File: config.mk
export PLATFORM = sky130hd
export DESIGN_NAME = perspective_divide
export DESIGN_NICKNAME = d
export VERILOG_FILES = /design/src/rtl/perspective_divide.sv
export SDC_FILE = /design/constraint.sdc
export NUM_CORES = 1
export LEC_CHECK = 0
export ABC_AREA = 1
export CAP_MARGIN = 40
export CORE_MARGIN = 5
export CORE_UTILIZATION = 56
export DETAILED_ROUTE_END_ITERATION = 10
export MAX_ROUTING_LAYER = met4
export PLACE_DENSITY = 0.9
export SLEW_MARGIN = 10
export SYNTH_ARGS = -nofsm -noshare
export SYNTH_HDL_FRONTEND = slang
export SYNTH_SLANG_ARGS = --single-unit
File: constraint.sdc
create_clock -name clk -period 4.9 [get_ports clk]
set_input_delay 0.98 -clock clk [delete_from_list [all_inputs] [get_ports clk]]
set_output_delay 0.98 -clock clk [all_outputs]
set_load 0.02 [all_outputs]
File: src/rtl/perspective_divide.sv
// perspective_divide
//   Projects a Q16.16 vertex (x, y, z) to (x/z, y/z) using an external
//   pipelined fixed-point divider. Each accepted vertex issues two divider
//   transactions (x/z then y/z). Results come back in order, are paired by a
//   toggle bit and pushed into a small result FIFO. A credit counter limits
//   the vertices in flight to FIFO_DEPTH, so the FIFO write can never be
//   blocked even though the divider has no backpressure.
//
//   After reset the block sits in DRAIN for DRAIN_CYCLES cycles, discarding
//   any divider results still emerging from work abandoned by the reset.
//
// Parameters
//   FIFO_DEPTH   result pairs buffered = max vertices in flight
//   DRAIN_CYCLES post-reset cycles during which divider results are dropped
//
// Ports
//   clk, rstn                         clock, async active-low reset
//   in_valid/in_ready/in_x/in_y/in_z  vertex input handshake
//   out_valid/out_ready/out_x/out_y   projected point output handshake
//   out_zdiv                          vertex had z == 0 (zero-guard build only)
//   div_operands_valid/div_ready      divider issue handshake
//   div_dividend/div_divisor          divider operands
//   div_result_valid/div_result       divider result strobe and quotient
//
// Configuration macro
//   PERSPECTIVE_DIVIDE_ZERO_GUARD_EN  when defined, z == 0 divides by 1.0
//                                     instead and flags out_zdiv.
//
// state     | meaning
// ----------+--------------------------------------------------------------
// S_DRAIN   | post-reset, dropping stale divider results, in_ready = 0
// S_IDLE    | waiting for a vertex (in_ready when credits remain)
// S_ISSUE_X | presenting x / z to the divider
// S_ISSUE_Y | presenting y / z to the divider

module perspective_divide #(
  parameter int FIFO_DEPTH   = 4,
  parameter int DRAIN_CYCLES = 40
) (
  input  logic        clk,
  input  logic        rstn,
  input  logic        in_valid,
  output logic        in_ready,
  input  logic [31:0] in_x,
  input  logic [31:0] in_y,
  input  logic [31:0] in_z,
  output logic        out_valid,
  input  logic        out_ready,
  output logic [31:0] out_x,
  output logic [31:0] out_y,
  output logic        out_zdiv,
  output logic        div_operands_valid,
  output logic [31:0] div_dividend,
  output logic [31:0] div_divisor,
  input  logic        div_ready,
  input  logic        div_result_valid,
  input  logic [31:0] div_result
);

  localparam int PW = (FIFO_DEPTH > 1) ? $clog2(FIFO_DEPTH) : 1;
  localparam int CW = $clog2(FIFO_DEPTH + 1);
  localparam int DW = (DRAIN_CYCLES > 1) ? $clog2(DRAIN_CYCLES) : 1;

  localparam logic [CW-1:0] CREDITS_MAX = CW'(FIFO_DEPTH);
  localparam logic [PW-1:0] PTR_LAST    = PW'(FIFO_DEPTH - 1);
  localparam logic [DW-1:0] DRAIN_LAST  = DW'(DRAIN_CYCLES - 1);

  typedef enum logic [1:0] {
    S_DRAIN   = 2'd0,
    S_IDLE    = 2'd1,
    S_ISSUE_X = 2'd2,
    S_ISSUE_Y = 2'd3
  } state_t;

  state_t        state_q, state_d;
  logic [DW-1:0] drain_cnt_q, drain_cnt_d;
  logic [CW-1:0] credits_q, credits_d;
  logic [31:0]   x_q, x_d;
  logic [31:0]   y_q, y_d;
  logic [31:0]   divisor_q, divisor_d;
  logic [31:0]   res_x_q, res_x_d;
  logic          toggle_q, toggle_d;
  logic [PW-1:0] wr_ptr_q, wr_ptr_d;
  logic [PW-1:0] rd_ptr_q, rd_ptr_d;
  logic [CW-1:0] count_q, count_d;
  logic [31:0]   mem_x_q [FIFO_DEPTH];
  logic [31:0]   mem_x_d [FIFO_DEPTH];
  logic [31:0]   mem_y_q [FIFO_DEPTH];
  logic [31:0]   mem_y_d [FIFO_DEPTH];

  logic        in_accept;
  logic        out_hs;
  logic        result_take;
  logic        fifo_wr;
  logic [31:0] in_divisor;

  function automatic logic [PW-1:0] ptr_inc(input logic [PW-1:0] p);
    return (p == PTR_LAST) ? '0 : p + PW'(1);
  endfunction

  assign in_ready    = (state_q == S_IDLE) && (credits_q != '0);
  assign in_accept   = in_valid && in_ready;
  assign out_valid   = (count_q != '0);
  assign out_hs      = out_valid && out_ready;
  // Results arriving during DRAIN belong to vertices abandoned by reset.
  assign result_take = div_result_valid && (state_q != S_DRAIN);
  assign fifo_wr     = result_take && toggle_q;

  assign div_operands_valid = (state_q == S_ISSUE_X) || (state_q == S_ISSUE_Y);
  assign div_dividend       = (state_q == S_ISSUE_Y) ? y_q : x_q;
  assign div_divisor        = divisor_q;

  assign out_x = mem_x_q[rd_ptr_q];
  assign out_y = mem_y_q[rd_ptr_q];

  always_comb begin
    state_d     = state_q;
    drain_cnt_d = drain_cnt_q;
    x_d         = x_q;
    y_d         = y_q;
    divisor_d   = divisor_q;
    case (state_q)
      S_DRAIN: begin
        if (drain_cnt_q == DRAIN_LAST) state_d = S_IDLE;
        else                           drain_cnt_d = drain_cnt_q + DW'(1);
      end
      S_IDLE: begin
        if (in_accept) begin
          x_d       = in_x;
          y_d       = in_y;
          divisor_d = in_divisor;
          state_d   = S_ISSUE_X;
        end
      end
      S_ISSUE_X: if (div_ready) state_d = S_ISSUE_Y;
      S_ISSUE_Y: if (div_ready) state_d = S_IDLE;
      default:   state_d = S_DRAIN;
    endcase
  end

  always_comb begin
    credits_d = credits_q;
    case ({in_accept, out_hs})
      2'b10:   credits_d = credits_q - CW'(1);
      2'b01:   credits_d = credits_q + CW'(1);
      default: credits_d = credits_q;
    endcase
  end

  always_comb begin
    toggle_d = toggle_q;
    res_x_d  = res_x_q;
    wr_ptr_d = wr_ptr_q;
    rd_ptr_d = rd_ptr_q;
    count_d  = count_q;
    mem_x_d  = mem_x_q;
    mem_y_d  = mem_y_q;
    if (result_take) begin
      toggle_d = ~toggle_q;
      if (!toggle_q) res_x_d = div_result;
    end
    if (fifo_wr) begin
      mem_x_d[wr_ptr_q] = res_x_q;
      mem_y_d[wr_ptr_q] = div_result;
      wr_ptr_d          = ptr_inc(wr_ptr_q);
    end
    if (out_hs) rd_ptr_d = ptr_inc(rd_ptr_q);
    case ({fifo_wr, out_hs})
      2'b10:   count_d = count_q + CW'(1);
      2'b01:   count_d = count_q - CW'(1);
      default: count_d = count_q;
    endcase
  end

  always_ff @(posedge clk or negedge rstn) begin
    if (!rstn) begin
      state_q     <= S_DRAIN;
      drain_cnt_q <= '0;
      credits_q   <= CREDITS_MAX;
      x_q         <= '0;
      y_q         <= '0;
      divisor_q   <= '0;
      res_x_q     <= '0;
      toggle_q    <= 1'b0;
      wr_ptr_q    <= '0;
      rd_ptr_q    <= '0;
      count_q     <= '0;
      mem_x_q     <= '{default: '0};
      mem_y_q     <= '{default: '0};
    end else begin
      state_q     <= state_d;
      drain_cnt_q <= drain_cnt_d;
      credits_q   <= credits_d;
      x_q         <= x_d;
      y_q         <= y_d;
      divisor_q   <= divisor_d;
      res_x_q     <= res_x_d;
      toggle_q    <= toggle_d;
      wr_ptr_q    <= wr_ptr_d;
      rd_ptr_q    <= rd_ptr_d;
      count_q     <= count_d;
      mem_x_q     <= mem_x_d;
      mem_y_q     <= mem_y_d;
    end
  end

`ifdef PERSPECTIVE_DIVIDE_ZERO_GUARD_EN
  // The zero flag must follow its own vertex through the divider while newer
  // vertices are accepted. Vertices finish in acceptance order, so the flag
  // is parked at the FIFO slot the vertex will occupy; credits guarantee that
  // slot is free at acceptance time.
  logic          in_zero;
  logic [PW-1:0] alloc_ptr_q, alloc_ptr_d;
  logic          zdiv_mem_q [FIFO_DEPTH];
  logic          zdiv_mem_d [FIFO_DEPTH];

  assign in_zero    = (in_z == 32'h0);
  assign in_divisor = in_zero ? 32'h0001_0000 : in_z;
  assign out_zdiv   = zdiv_mem_q[rd_ptr_q];

  always_comb begin
    alloc_ptr_d = alloc_ptr_q;
    zdiv_mem_d  = zdiv_mem_q;
    if (in_accept) begin
      zdiv_mem_d[alloc_ptr_q] = in_zero;
      alloc_ptr_d             = ptr_inc(alloc_ptr_q);
    end
  end

  always_ff @(posedge clk or negedge rstn) begin
    if (!rstn) begin
      alloc_ptr_q <= '0;
      zdiv_mem_q  <= '{default: 1'b0};
    end else begin
      alloc_ptr_q <= alloc_ptr_d;
      zdiv_mem_q  <= zdiv_mem_d;
    end
  end
`else
  assign in_divisor = in_z;
  assign out_zdiv   = 1'b0;
`endif

endmodule

==> flow_summary.toml, run 1 <==
[route]
num_vias = 15000
antenna_left = 0
drt-total-wl_um = 50200
wl_per_cell_um = 19.1
dr.first_iter.drc_count = 1432
drc = 0
dr.pass1.iters = 7
viasPerCell = 5.72

[power_and_ir_drop]
clkPwrFrac_pct = 20.2
vdd_drop_max_mv = 0.452
p_sw_share_pct = 41.0
power_density_nw_per_um2 = 758
pwr-share-comb_pct = 44.8
seqPwrFrac_pct = 35.0
switchingPower_mw = 6.77
p_leak_nw = 10.5
p_int_mw = 9.74

[global_routing]
grt_usage_pct = 28.7
grt_pass1_wl_um = 80400
grt-ovfl-total = 0
antenna_found_initial = 2
globalRouteMet2Util_pct = 46.8
grtUsageMet3_pct = 5.98
grt_pass1_vias = 15300
grt_max_degree = 122
use_met1_pct = 35.1
grt.busiest_layer = "met2"

[critical_path]
path_cells = "clkinv_2 -> buf_4 -> o21ai_0 -> o22ai_1 -> clkdlybuf4s50_1"
cp_max_fo = 58
cp_data_required_time_ps = 3920
crit_path_start = "rd_ptr_q[0]"
cp-start-kind = "flop"
reg2reg_slack_ps = 2140
cp_num_cells = 5
reg2reg_depth = 8
crit_path_max_incr_delay_ps = 740
r2r_start = "state_q[1]"
r2r_end = "credits_q[1]"
path_buf_inv = 3
worstSetupPathType = "flop to output pin"
worstSetupEndpointType = "output pin"
cpMaxStageDelayCell = "clkinv_2"
cp_data_arrival_time_ps = 3370
cp_top_family = "buffers and inverters"
cp-endpoint = "out_y[22]"

[run_status]
status = "completed"

[timing]
fmax_mhz = 230
fin_tns_setup_ps = 0
skew_ps = 28.6
hold_viol = 0
min_period_ps = 4350
fin_crit_sh_pct = 88.9
timing.final.max_slew_violations = 0
tightest_slew_ps = 979
setup_viol = 0
slew_headroom_pct = 34.8
rsz0062_at_grt = "no"

[synthesis]
syn_area_per_cell_um2 = 8.94
yosysUniqueCellTypes = 29
synth_nets = 2146
synth-seq-cells = 403
synth.yosys.seq_area_share_pct = 56.5
yosys.area.top_type = "dfrtp_1"
yosys_warnings = 0
synth_top_area_share_pct = 56.4
yosys-top-cells-area = "dfrtp_1 56%, nand2_1 11%, o21ai_0 7.4%"
netlist_area_um2 = 17900
synth_cells = 1997

[cells_and_area]
utilization_pct = 69.0
fill_cells = 2203
final_area_um2 = 21800
drive_above_1_share_pct = 7.54
syn_to_final_growth_pct = 22.1
fin_nets = 2346

[cts]
root_buffer = "clkbuf_16"
post_cts_buffers = 0
cts_tree = "yes"
holdBufCountCts = 0
cts_resized = 0
clkSinkCount = 403
numCtsBuffers = 42
clk-insertion-delay-late_ps = 560
cts-htree-levels = 2
clockBufferDepth = 3
clk_pin_slew_ps = 60

[die]
design.die.area_um2 = 35500
initial_core_util_pct = 56.6
core_area_um2 = 31600
die_y_um = 189
pin_count = 266
die_w_um = 189
rows = 65

[run]
cap_violations = 0

[placed_design]
hpwl_um = 32800
place.gp.congestion = 0.854
io_buffers = 264
dpl_cell_area_um2 = 20300

[worst_hold_path]
min_path_type = "flop to flop"
[metrics by stage]
stage / cells / power (mW) / worst slack, ps / hold WS, ps
after CTS: 2629 / 16.5 / 578 / 479
final: 2632 / 16.5 / 546 / 476
after floorplan: 1997 / 10.1 / 2450 / 442
after detailed placement: 2554 / 13.0 / 1190 / 463
after global placement: 2553 / 12.7 / 1250 / 456
after global routing: 2632 / 17.5 / 369 / 492
[routing by layer]
layer	up-vias	part of all wire, %
met5	-	0
met4	0	4.7
met3	170	8.9
met2	785	49
met1	7235	37
li1	6852	-
[registers in the layout (all words and copies together) (netlist names)]
signal / count
count_q: 3
mem_y_q: 128
wr_ptr_q: 2
state_q: 2
mem_x_q: 128
drain_cnt_q: 6
credits_q: 3
res_x_q: 32
div_divisor: 32
toggle_q: 1
y_q: 32
rd_ptr_q: 2
x_q: 32
[worst reg2reg max path: stages (launching register included)]
cell	delay, ps
dfrtp_1	400
inv_1	130
ha_1	240
nand3_4	630
ha_1	490
inv_1	100
fa_1	420
nor2_1	160
a21oi_1	70
[layout make-up]
cell class              count  area (um^2)  share of cell area (%)
diodes                      2         5.00                  0.0230
clock buffers              54         1170                    5.35
clock inverters            21          290                    1.33
inverters                 189          711                    3.26
multi-input cells        1271         6090                    27.9
flip-flops and latches    403        10100                    46.3
well taps                 402          503                    2.31
repair buffers            290         2930                    13.5
[cell usage after synthesis]
master    instances
inv_2             2
conb_1            1
o21bai_1          2
o21ai_0         264
clkbuf_1         43
ha_1             13
a21boi_0          1
buf_2            30
dfstp_2           1
clkbuf_2          2
a31oi_1           1
buf_4             3
dfrtp_1         402
nor2_8            1
xnor2_1           4
o22ai_1          64
nand3_1           8
o21ai_2          58
a21oi_1           4
nor2_1          135
xor2_1            4
clkbuf_8          4
nand2_4           5
o21ai_1         198
buf_6            52
and2_0            1
inv_1           187
nand2_1         505
fa_1              2
[power by group through the flow]
stage                     registers, mW  clock network (mW)  logic (mW)
after detailed placement           5.76                   0        7.28
final                              5.78                3.34        7.39
after floorplan                    5.62                   0        4.49
after global routing               5.94                3.51        8.05
after global placement             5.68                   0        6.99
after CTS                          5.75                3.36        7.38
[layout by cell type (no fill, tap or decap), drive strengths merged, types with 2 or more instances in the layout]
| master | synthesis | routed |
|---|---|---|
| clkdlybuf4s50 | 0 | 263 |
| buf | 85 | 27 |
| o22ai | 64 | 64 |
| nand3 | 8 | 8 |
| dfrtp | 402 | 402 |
| a21oi | 4 | 4 |
| nand2 | 510 | 510 |
| diode | 0 | 2 |
| clkbuf | 49 | 54 |
| bufinv | 0 | 5 |
| clkinvlp | 0 | 5 |
| clkinv | 0 | 10 |
| o21bai | 2 | 2 |
| o21ai | 520 | 520 |
| fa | 2 | 2 |
| inv | 189 | 190 |
| ha | 13 | 13 |
| xnor2 | 4 | 4 |
| xor2 | 4 | 4 |
| nor2 | 136 | 136 |
[worst min-delay path by stage]
stage                            from     endpoint  depth (start not counted)
final                     mem_y_q[46]  mem_y_q[46]                          2
after global routing      mem_y_q[41]  mem_y_q[41]                          2
after CTS                 mem_y_q[57]  mem_y_q[57]                          2
after detailed placement  mem_y_q[57]  mem_y_q[57]                          2
after global placement       toggle_q     toggle_q                          2
after floorplan              toggle_q     toggle_q                          2
[logic make-up (layout without fill, tap and decap cells)]
logic type | after synthesis | count (layout) | share of synthesized area (%)
AND/OR/NAND/NOR | 655 | 655 | 14.1
AO/OA/AOI/OAI | 592 | 592 | 18.3
flip-flops | 403 | 403 | 56.5
buffers and inverters | 323 | 554 | 9.49
adder cells (fa/ha/maj) | 15 | 15 | 1.14
XOR/XNOR | 8 | 8 | 0.392
other | 1 | 3 | 0.0210
No activity file was read; power rests on OpenSTA's default activity.
==> run 2, diff against run 1 <==
--- a/config.mk
+++ b/config.mk
@@ -7,3 +7,3 @@
 export LEC_CHECK = 0
-export ABC_AREA = 1
+export ABC_AREA = 0
 export CAP_MARGIN = 40
--- a/constraint.sdc
+++ b/constraint.sdc
@@ -3,2 +3,2 @@
 set_output_delay 0.98 -clock clk [all_outputs]
-set_load 0.02 [all_outputs]
+set_load 0.01 [all_outputs]
==> run 2 against run 1 <==
First-iteration DRC count down 68%. Maximum frequency up 12%. Synthesized area up 4.1%. Largest power group unchanged. Highest routed layer unchanged.
==> flow_summary.toml, run 2 <==
[run_status]
status = "completed"

[die]
core_area_um2 = 32600
die_y_um = 192
rows = 66
design.die.area_um2 = 36900
die_w_um = 192
pin_count = 266
initial_core_util_pct = 57.0

[cts]
numCtsBuffers = 44
post_cts_buffers = 0
clk-insertion-delay-late_ps = 530
clockBufferDepth = 3
clkSinkCount = 403
holdBufCountCts = 0
clk_pin_slew_ps = 60
cts-htree-levels = 2
cts_resized = 0
root_buffer = "clkbuf_16"
cts_tree = "yes"

[cells_and_area]
fin_nets = 1431
multi_input_area_um2 = 7770
reg.largest.list = "mem_x_q (128), mem_y_q (128)"
register_area_um2 = 10100
drive_above_1_share_pct = 43.8
fill_cells = 2097
num_antenna_cells = 0
instances_no_fill = 1750
final_common_cell = "dfrtp_1"
syn_to_final_growth_pct = 22.0
final_area_um2 = 22700
final_cell_mix = "400 x dfrtp_1, 269 x mux2_4, 263 x clkdlybuf4s50_1"

[synthesis]
ys.flop_type = "dfrtp_1"
syn_area_per_cell_um2 = 18.2
synthMostInstantiatedCell = "dfrtp_1"
synth_top_area_share_pct = 54.1
synth-async-reset-ratio_pct = 100
yosys_warnings = 0
yosys-top-cells-count = "402 x dfrtp_1, 269 x mux2_4, 151 x mux2_2"
synth_cells = 1019
netlist_area_um2 = 18600
synth.yosys.seq_area_share_pct = 54.3
synth-seq-cells = 403
yosysUniqueCellTypes = 36
yosys.area.top_type = "dfrtp_1"
synth_nets = 1168
synth-edff-count = 0
yosys-top-cells-area = "dfrtp_1 54%, mux2_4 22%, mux2_2 9.2%"

[route]
antenna_left = 0
dr.pass1.iters = 4
num_vias = 9743
wl_per_cell_um = 23.4
drc = 0
dr.first_iter.drc_count = 456
viasPerCell = 5.57
drt-total-wl_um = 40900

[global_routing]
antenna_found_initial = 0
grt_usage_pct = 23.4
grt_pass1_wl_um = 65500
grt-ovfl-total = 0
grt_max_degree = 120
grt_pass1_vias = 11400

[critical_path]
crit_path_max_incr_delay_ps = 810
worstSetupPathType = "flop to output pin"
cp_top_family = "buffers and inverters"
cp-start-kind = "flop"
path_cells = "buf_12 -> mux4_2 -> clkdlybuf4s50_1"
path_buf_inv = 2
cp_data_required_time_ps = 3920
cp_max_fo = 38
cp_data_arrival_time_ps = 2910
worstSetupEndpointType = "output pin"
cpMaxStageDelayCell = "dfrtp_4"

[power_and_ir_drop]
p_leak_nw = 10.5
vdd_drop_max_mv = 0.472
totalPowerFinal_mw = 17.2
power_density_nw_per_um2 = 757

[timing]
rsz0062_at_grt = "no"
tightest_slew_ps = 939
skew_ps = 10.6
min_period_ps = 3890
slew_headroom_pct = 37.4
timing.final.max_slew_violations = 0
fmax_mhz = 257
fin_tns_setup_ps = 0
hold_viol = 0
setup_viol = 0
fin_crit_sh_pct = 79.3

[run]
cap_violations = 0

[placed_design]
dp_cells = 1678
io_buffers = 264
place.gp.congestion = 0.779
hpwl_um = 25700
dpl_cell_area_um2 = 21300

[worst_hold_path]
min_path_type = "flop to flop"
==> run 2: final cells by class <==
type	count	share of cell area [%]
clock buffers	64	5.72
clock inverters	8	0.397
inverters	13	0.215
multi-input cells	546	34.3
flip-flops and latches	403	44.5
well taps	442	2.44
repair buffers	274	12.4
==> run 2: worst paths after layout <==
check	startpoint	end	slack, ps	cells after the start
max	rd_ptr_q[0]	out_y[3]	1010	3
min	drain_cnt_q[5]	drain_cnt_q[5]	500	1
max reg2reg	state_q[1]	y_q[24]	2260	7
min reg2reg	drain_cnt_q[5]	drain_cnt_q[5]	500	1
max in group asynchronous	rstn	rd_ptr_q[0]	3360	2
min in group asynchronous	rstn	mem_x_q[114]	550	1
==> run 2: metrics by stage <==
step / utilization [%] / setup WS (ps) / hold WS [ps]
2_1_floorplan: - / 2450 / 436
3_3_place_gp: 65.1 / 1550 / 453
3_5_place_dp: 65.2 / 1540 / 482
4_1_cts: 69.5 / 955 / 498
5_1_grt: 69.5 / 857 / 516
6_report: 69.5 / 1010 / 498
==> run 2: per-layer routing <==
| layer | up-vias | GRT usage, % | wire length (um) | part of all wire, % |
|---|---|---|---|---|
| met5 | - | - | 0 | 0 |
| met4 | 0 | 5.79 | 847 | 2.1 |
| met3 | 68 | 5.82 | 2650 | 6.5 |
| met2 | 294 | 37.2 | 19800 | 48 |
| met1 | 5150 | 30.7 | 17600 | 43 |
| li1 | 4231 | - | - | - |
==> run 2: report_power, final <==
group | total, mW | switching (mW) | internal (mW)
registers | 6.36 | 1.33 | 5.03
clock network | 3.20 | 1.28 | 1.92
logic | 7.60 | 2.58 | 5.02
==> run 2: logic make-up after synthesis <==
kind of cell             after synthesis  share of synthesized area, %
AO/OA/AOI/OAI                          7                         0.330
XOR/XNOR                              11                         0.518
adder cells (fa/ha/maj)               15                          1.09
buffers and inverters                 70                          3.99
flip-flops                           403                          54.3
multiplexers                         486                          38.7
other                                  1                        0.0202
AND/OR/NAND/NOR                       26                          1.03
==> run 2: worst register-to-register path: stages, from the launching register on <==
cell     delay (ps)
dfrtp_1         390
inv_1            90
ha_1            210
inv_1           110
nor2_2           70
nand2_4         470
buf_4           730
mux2_2          460
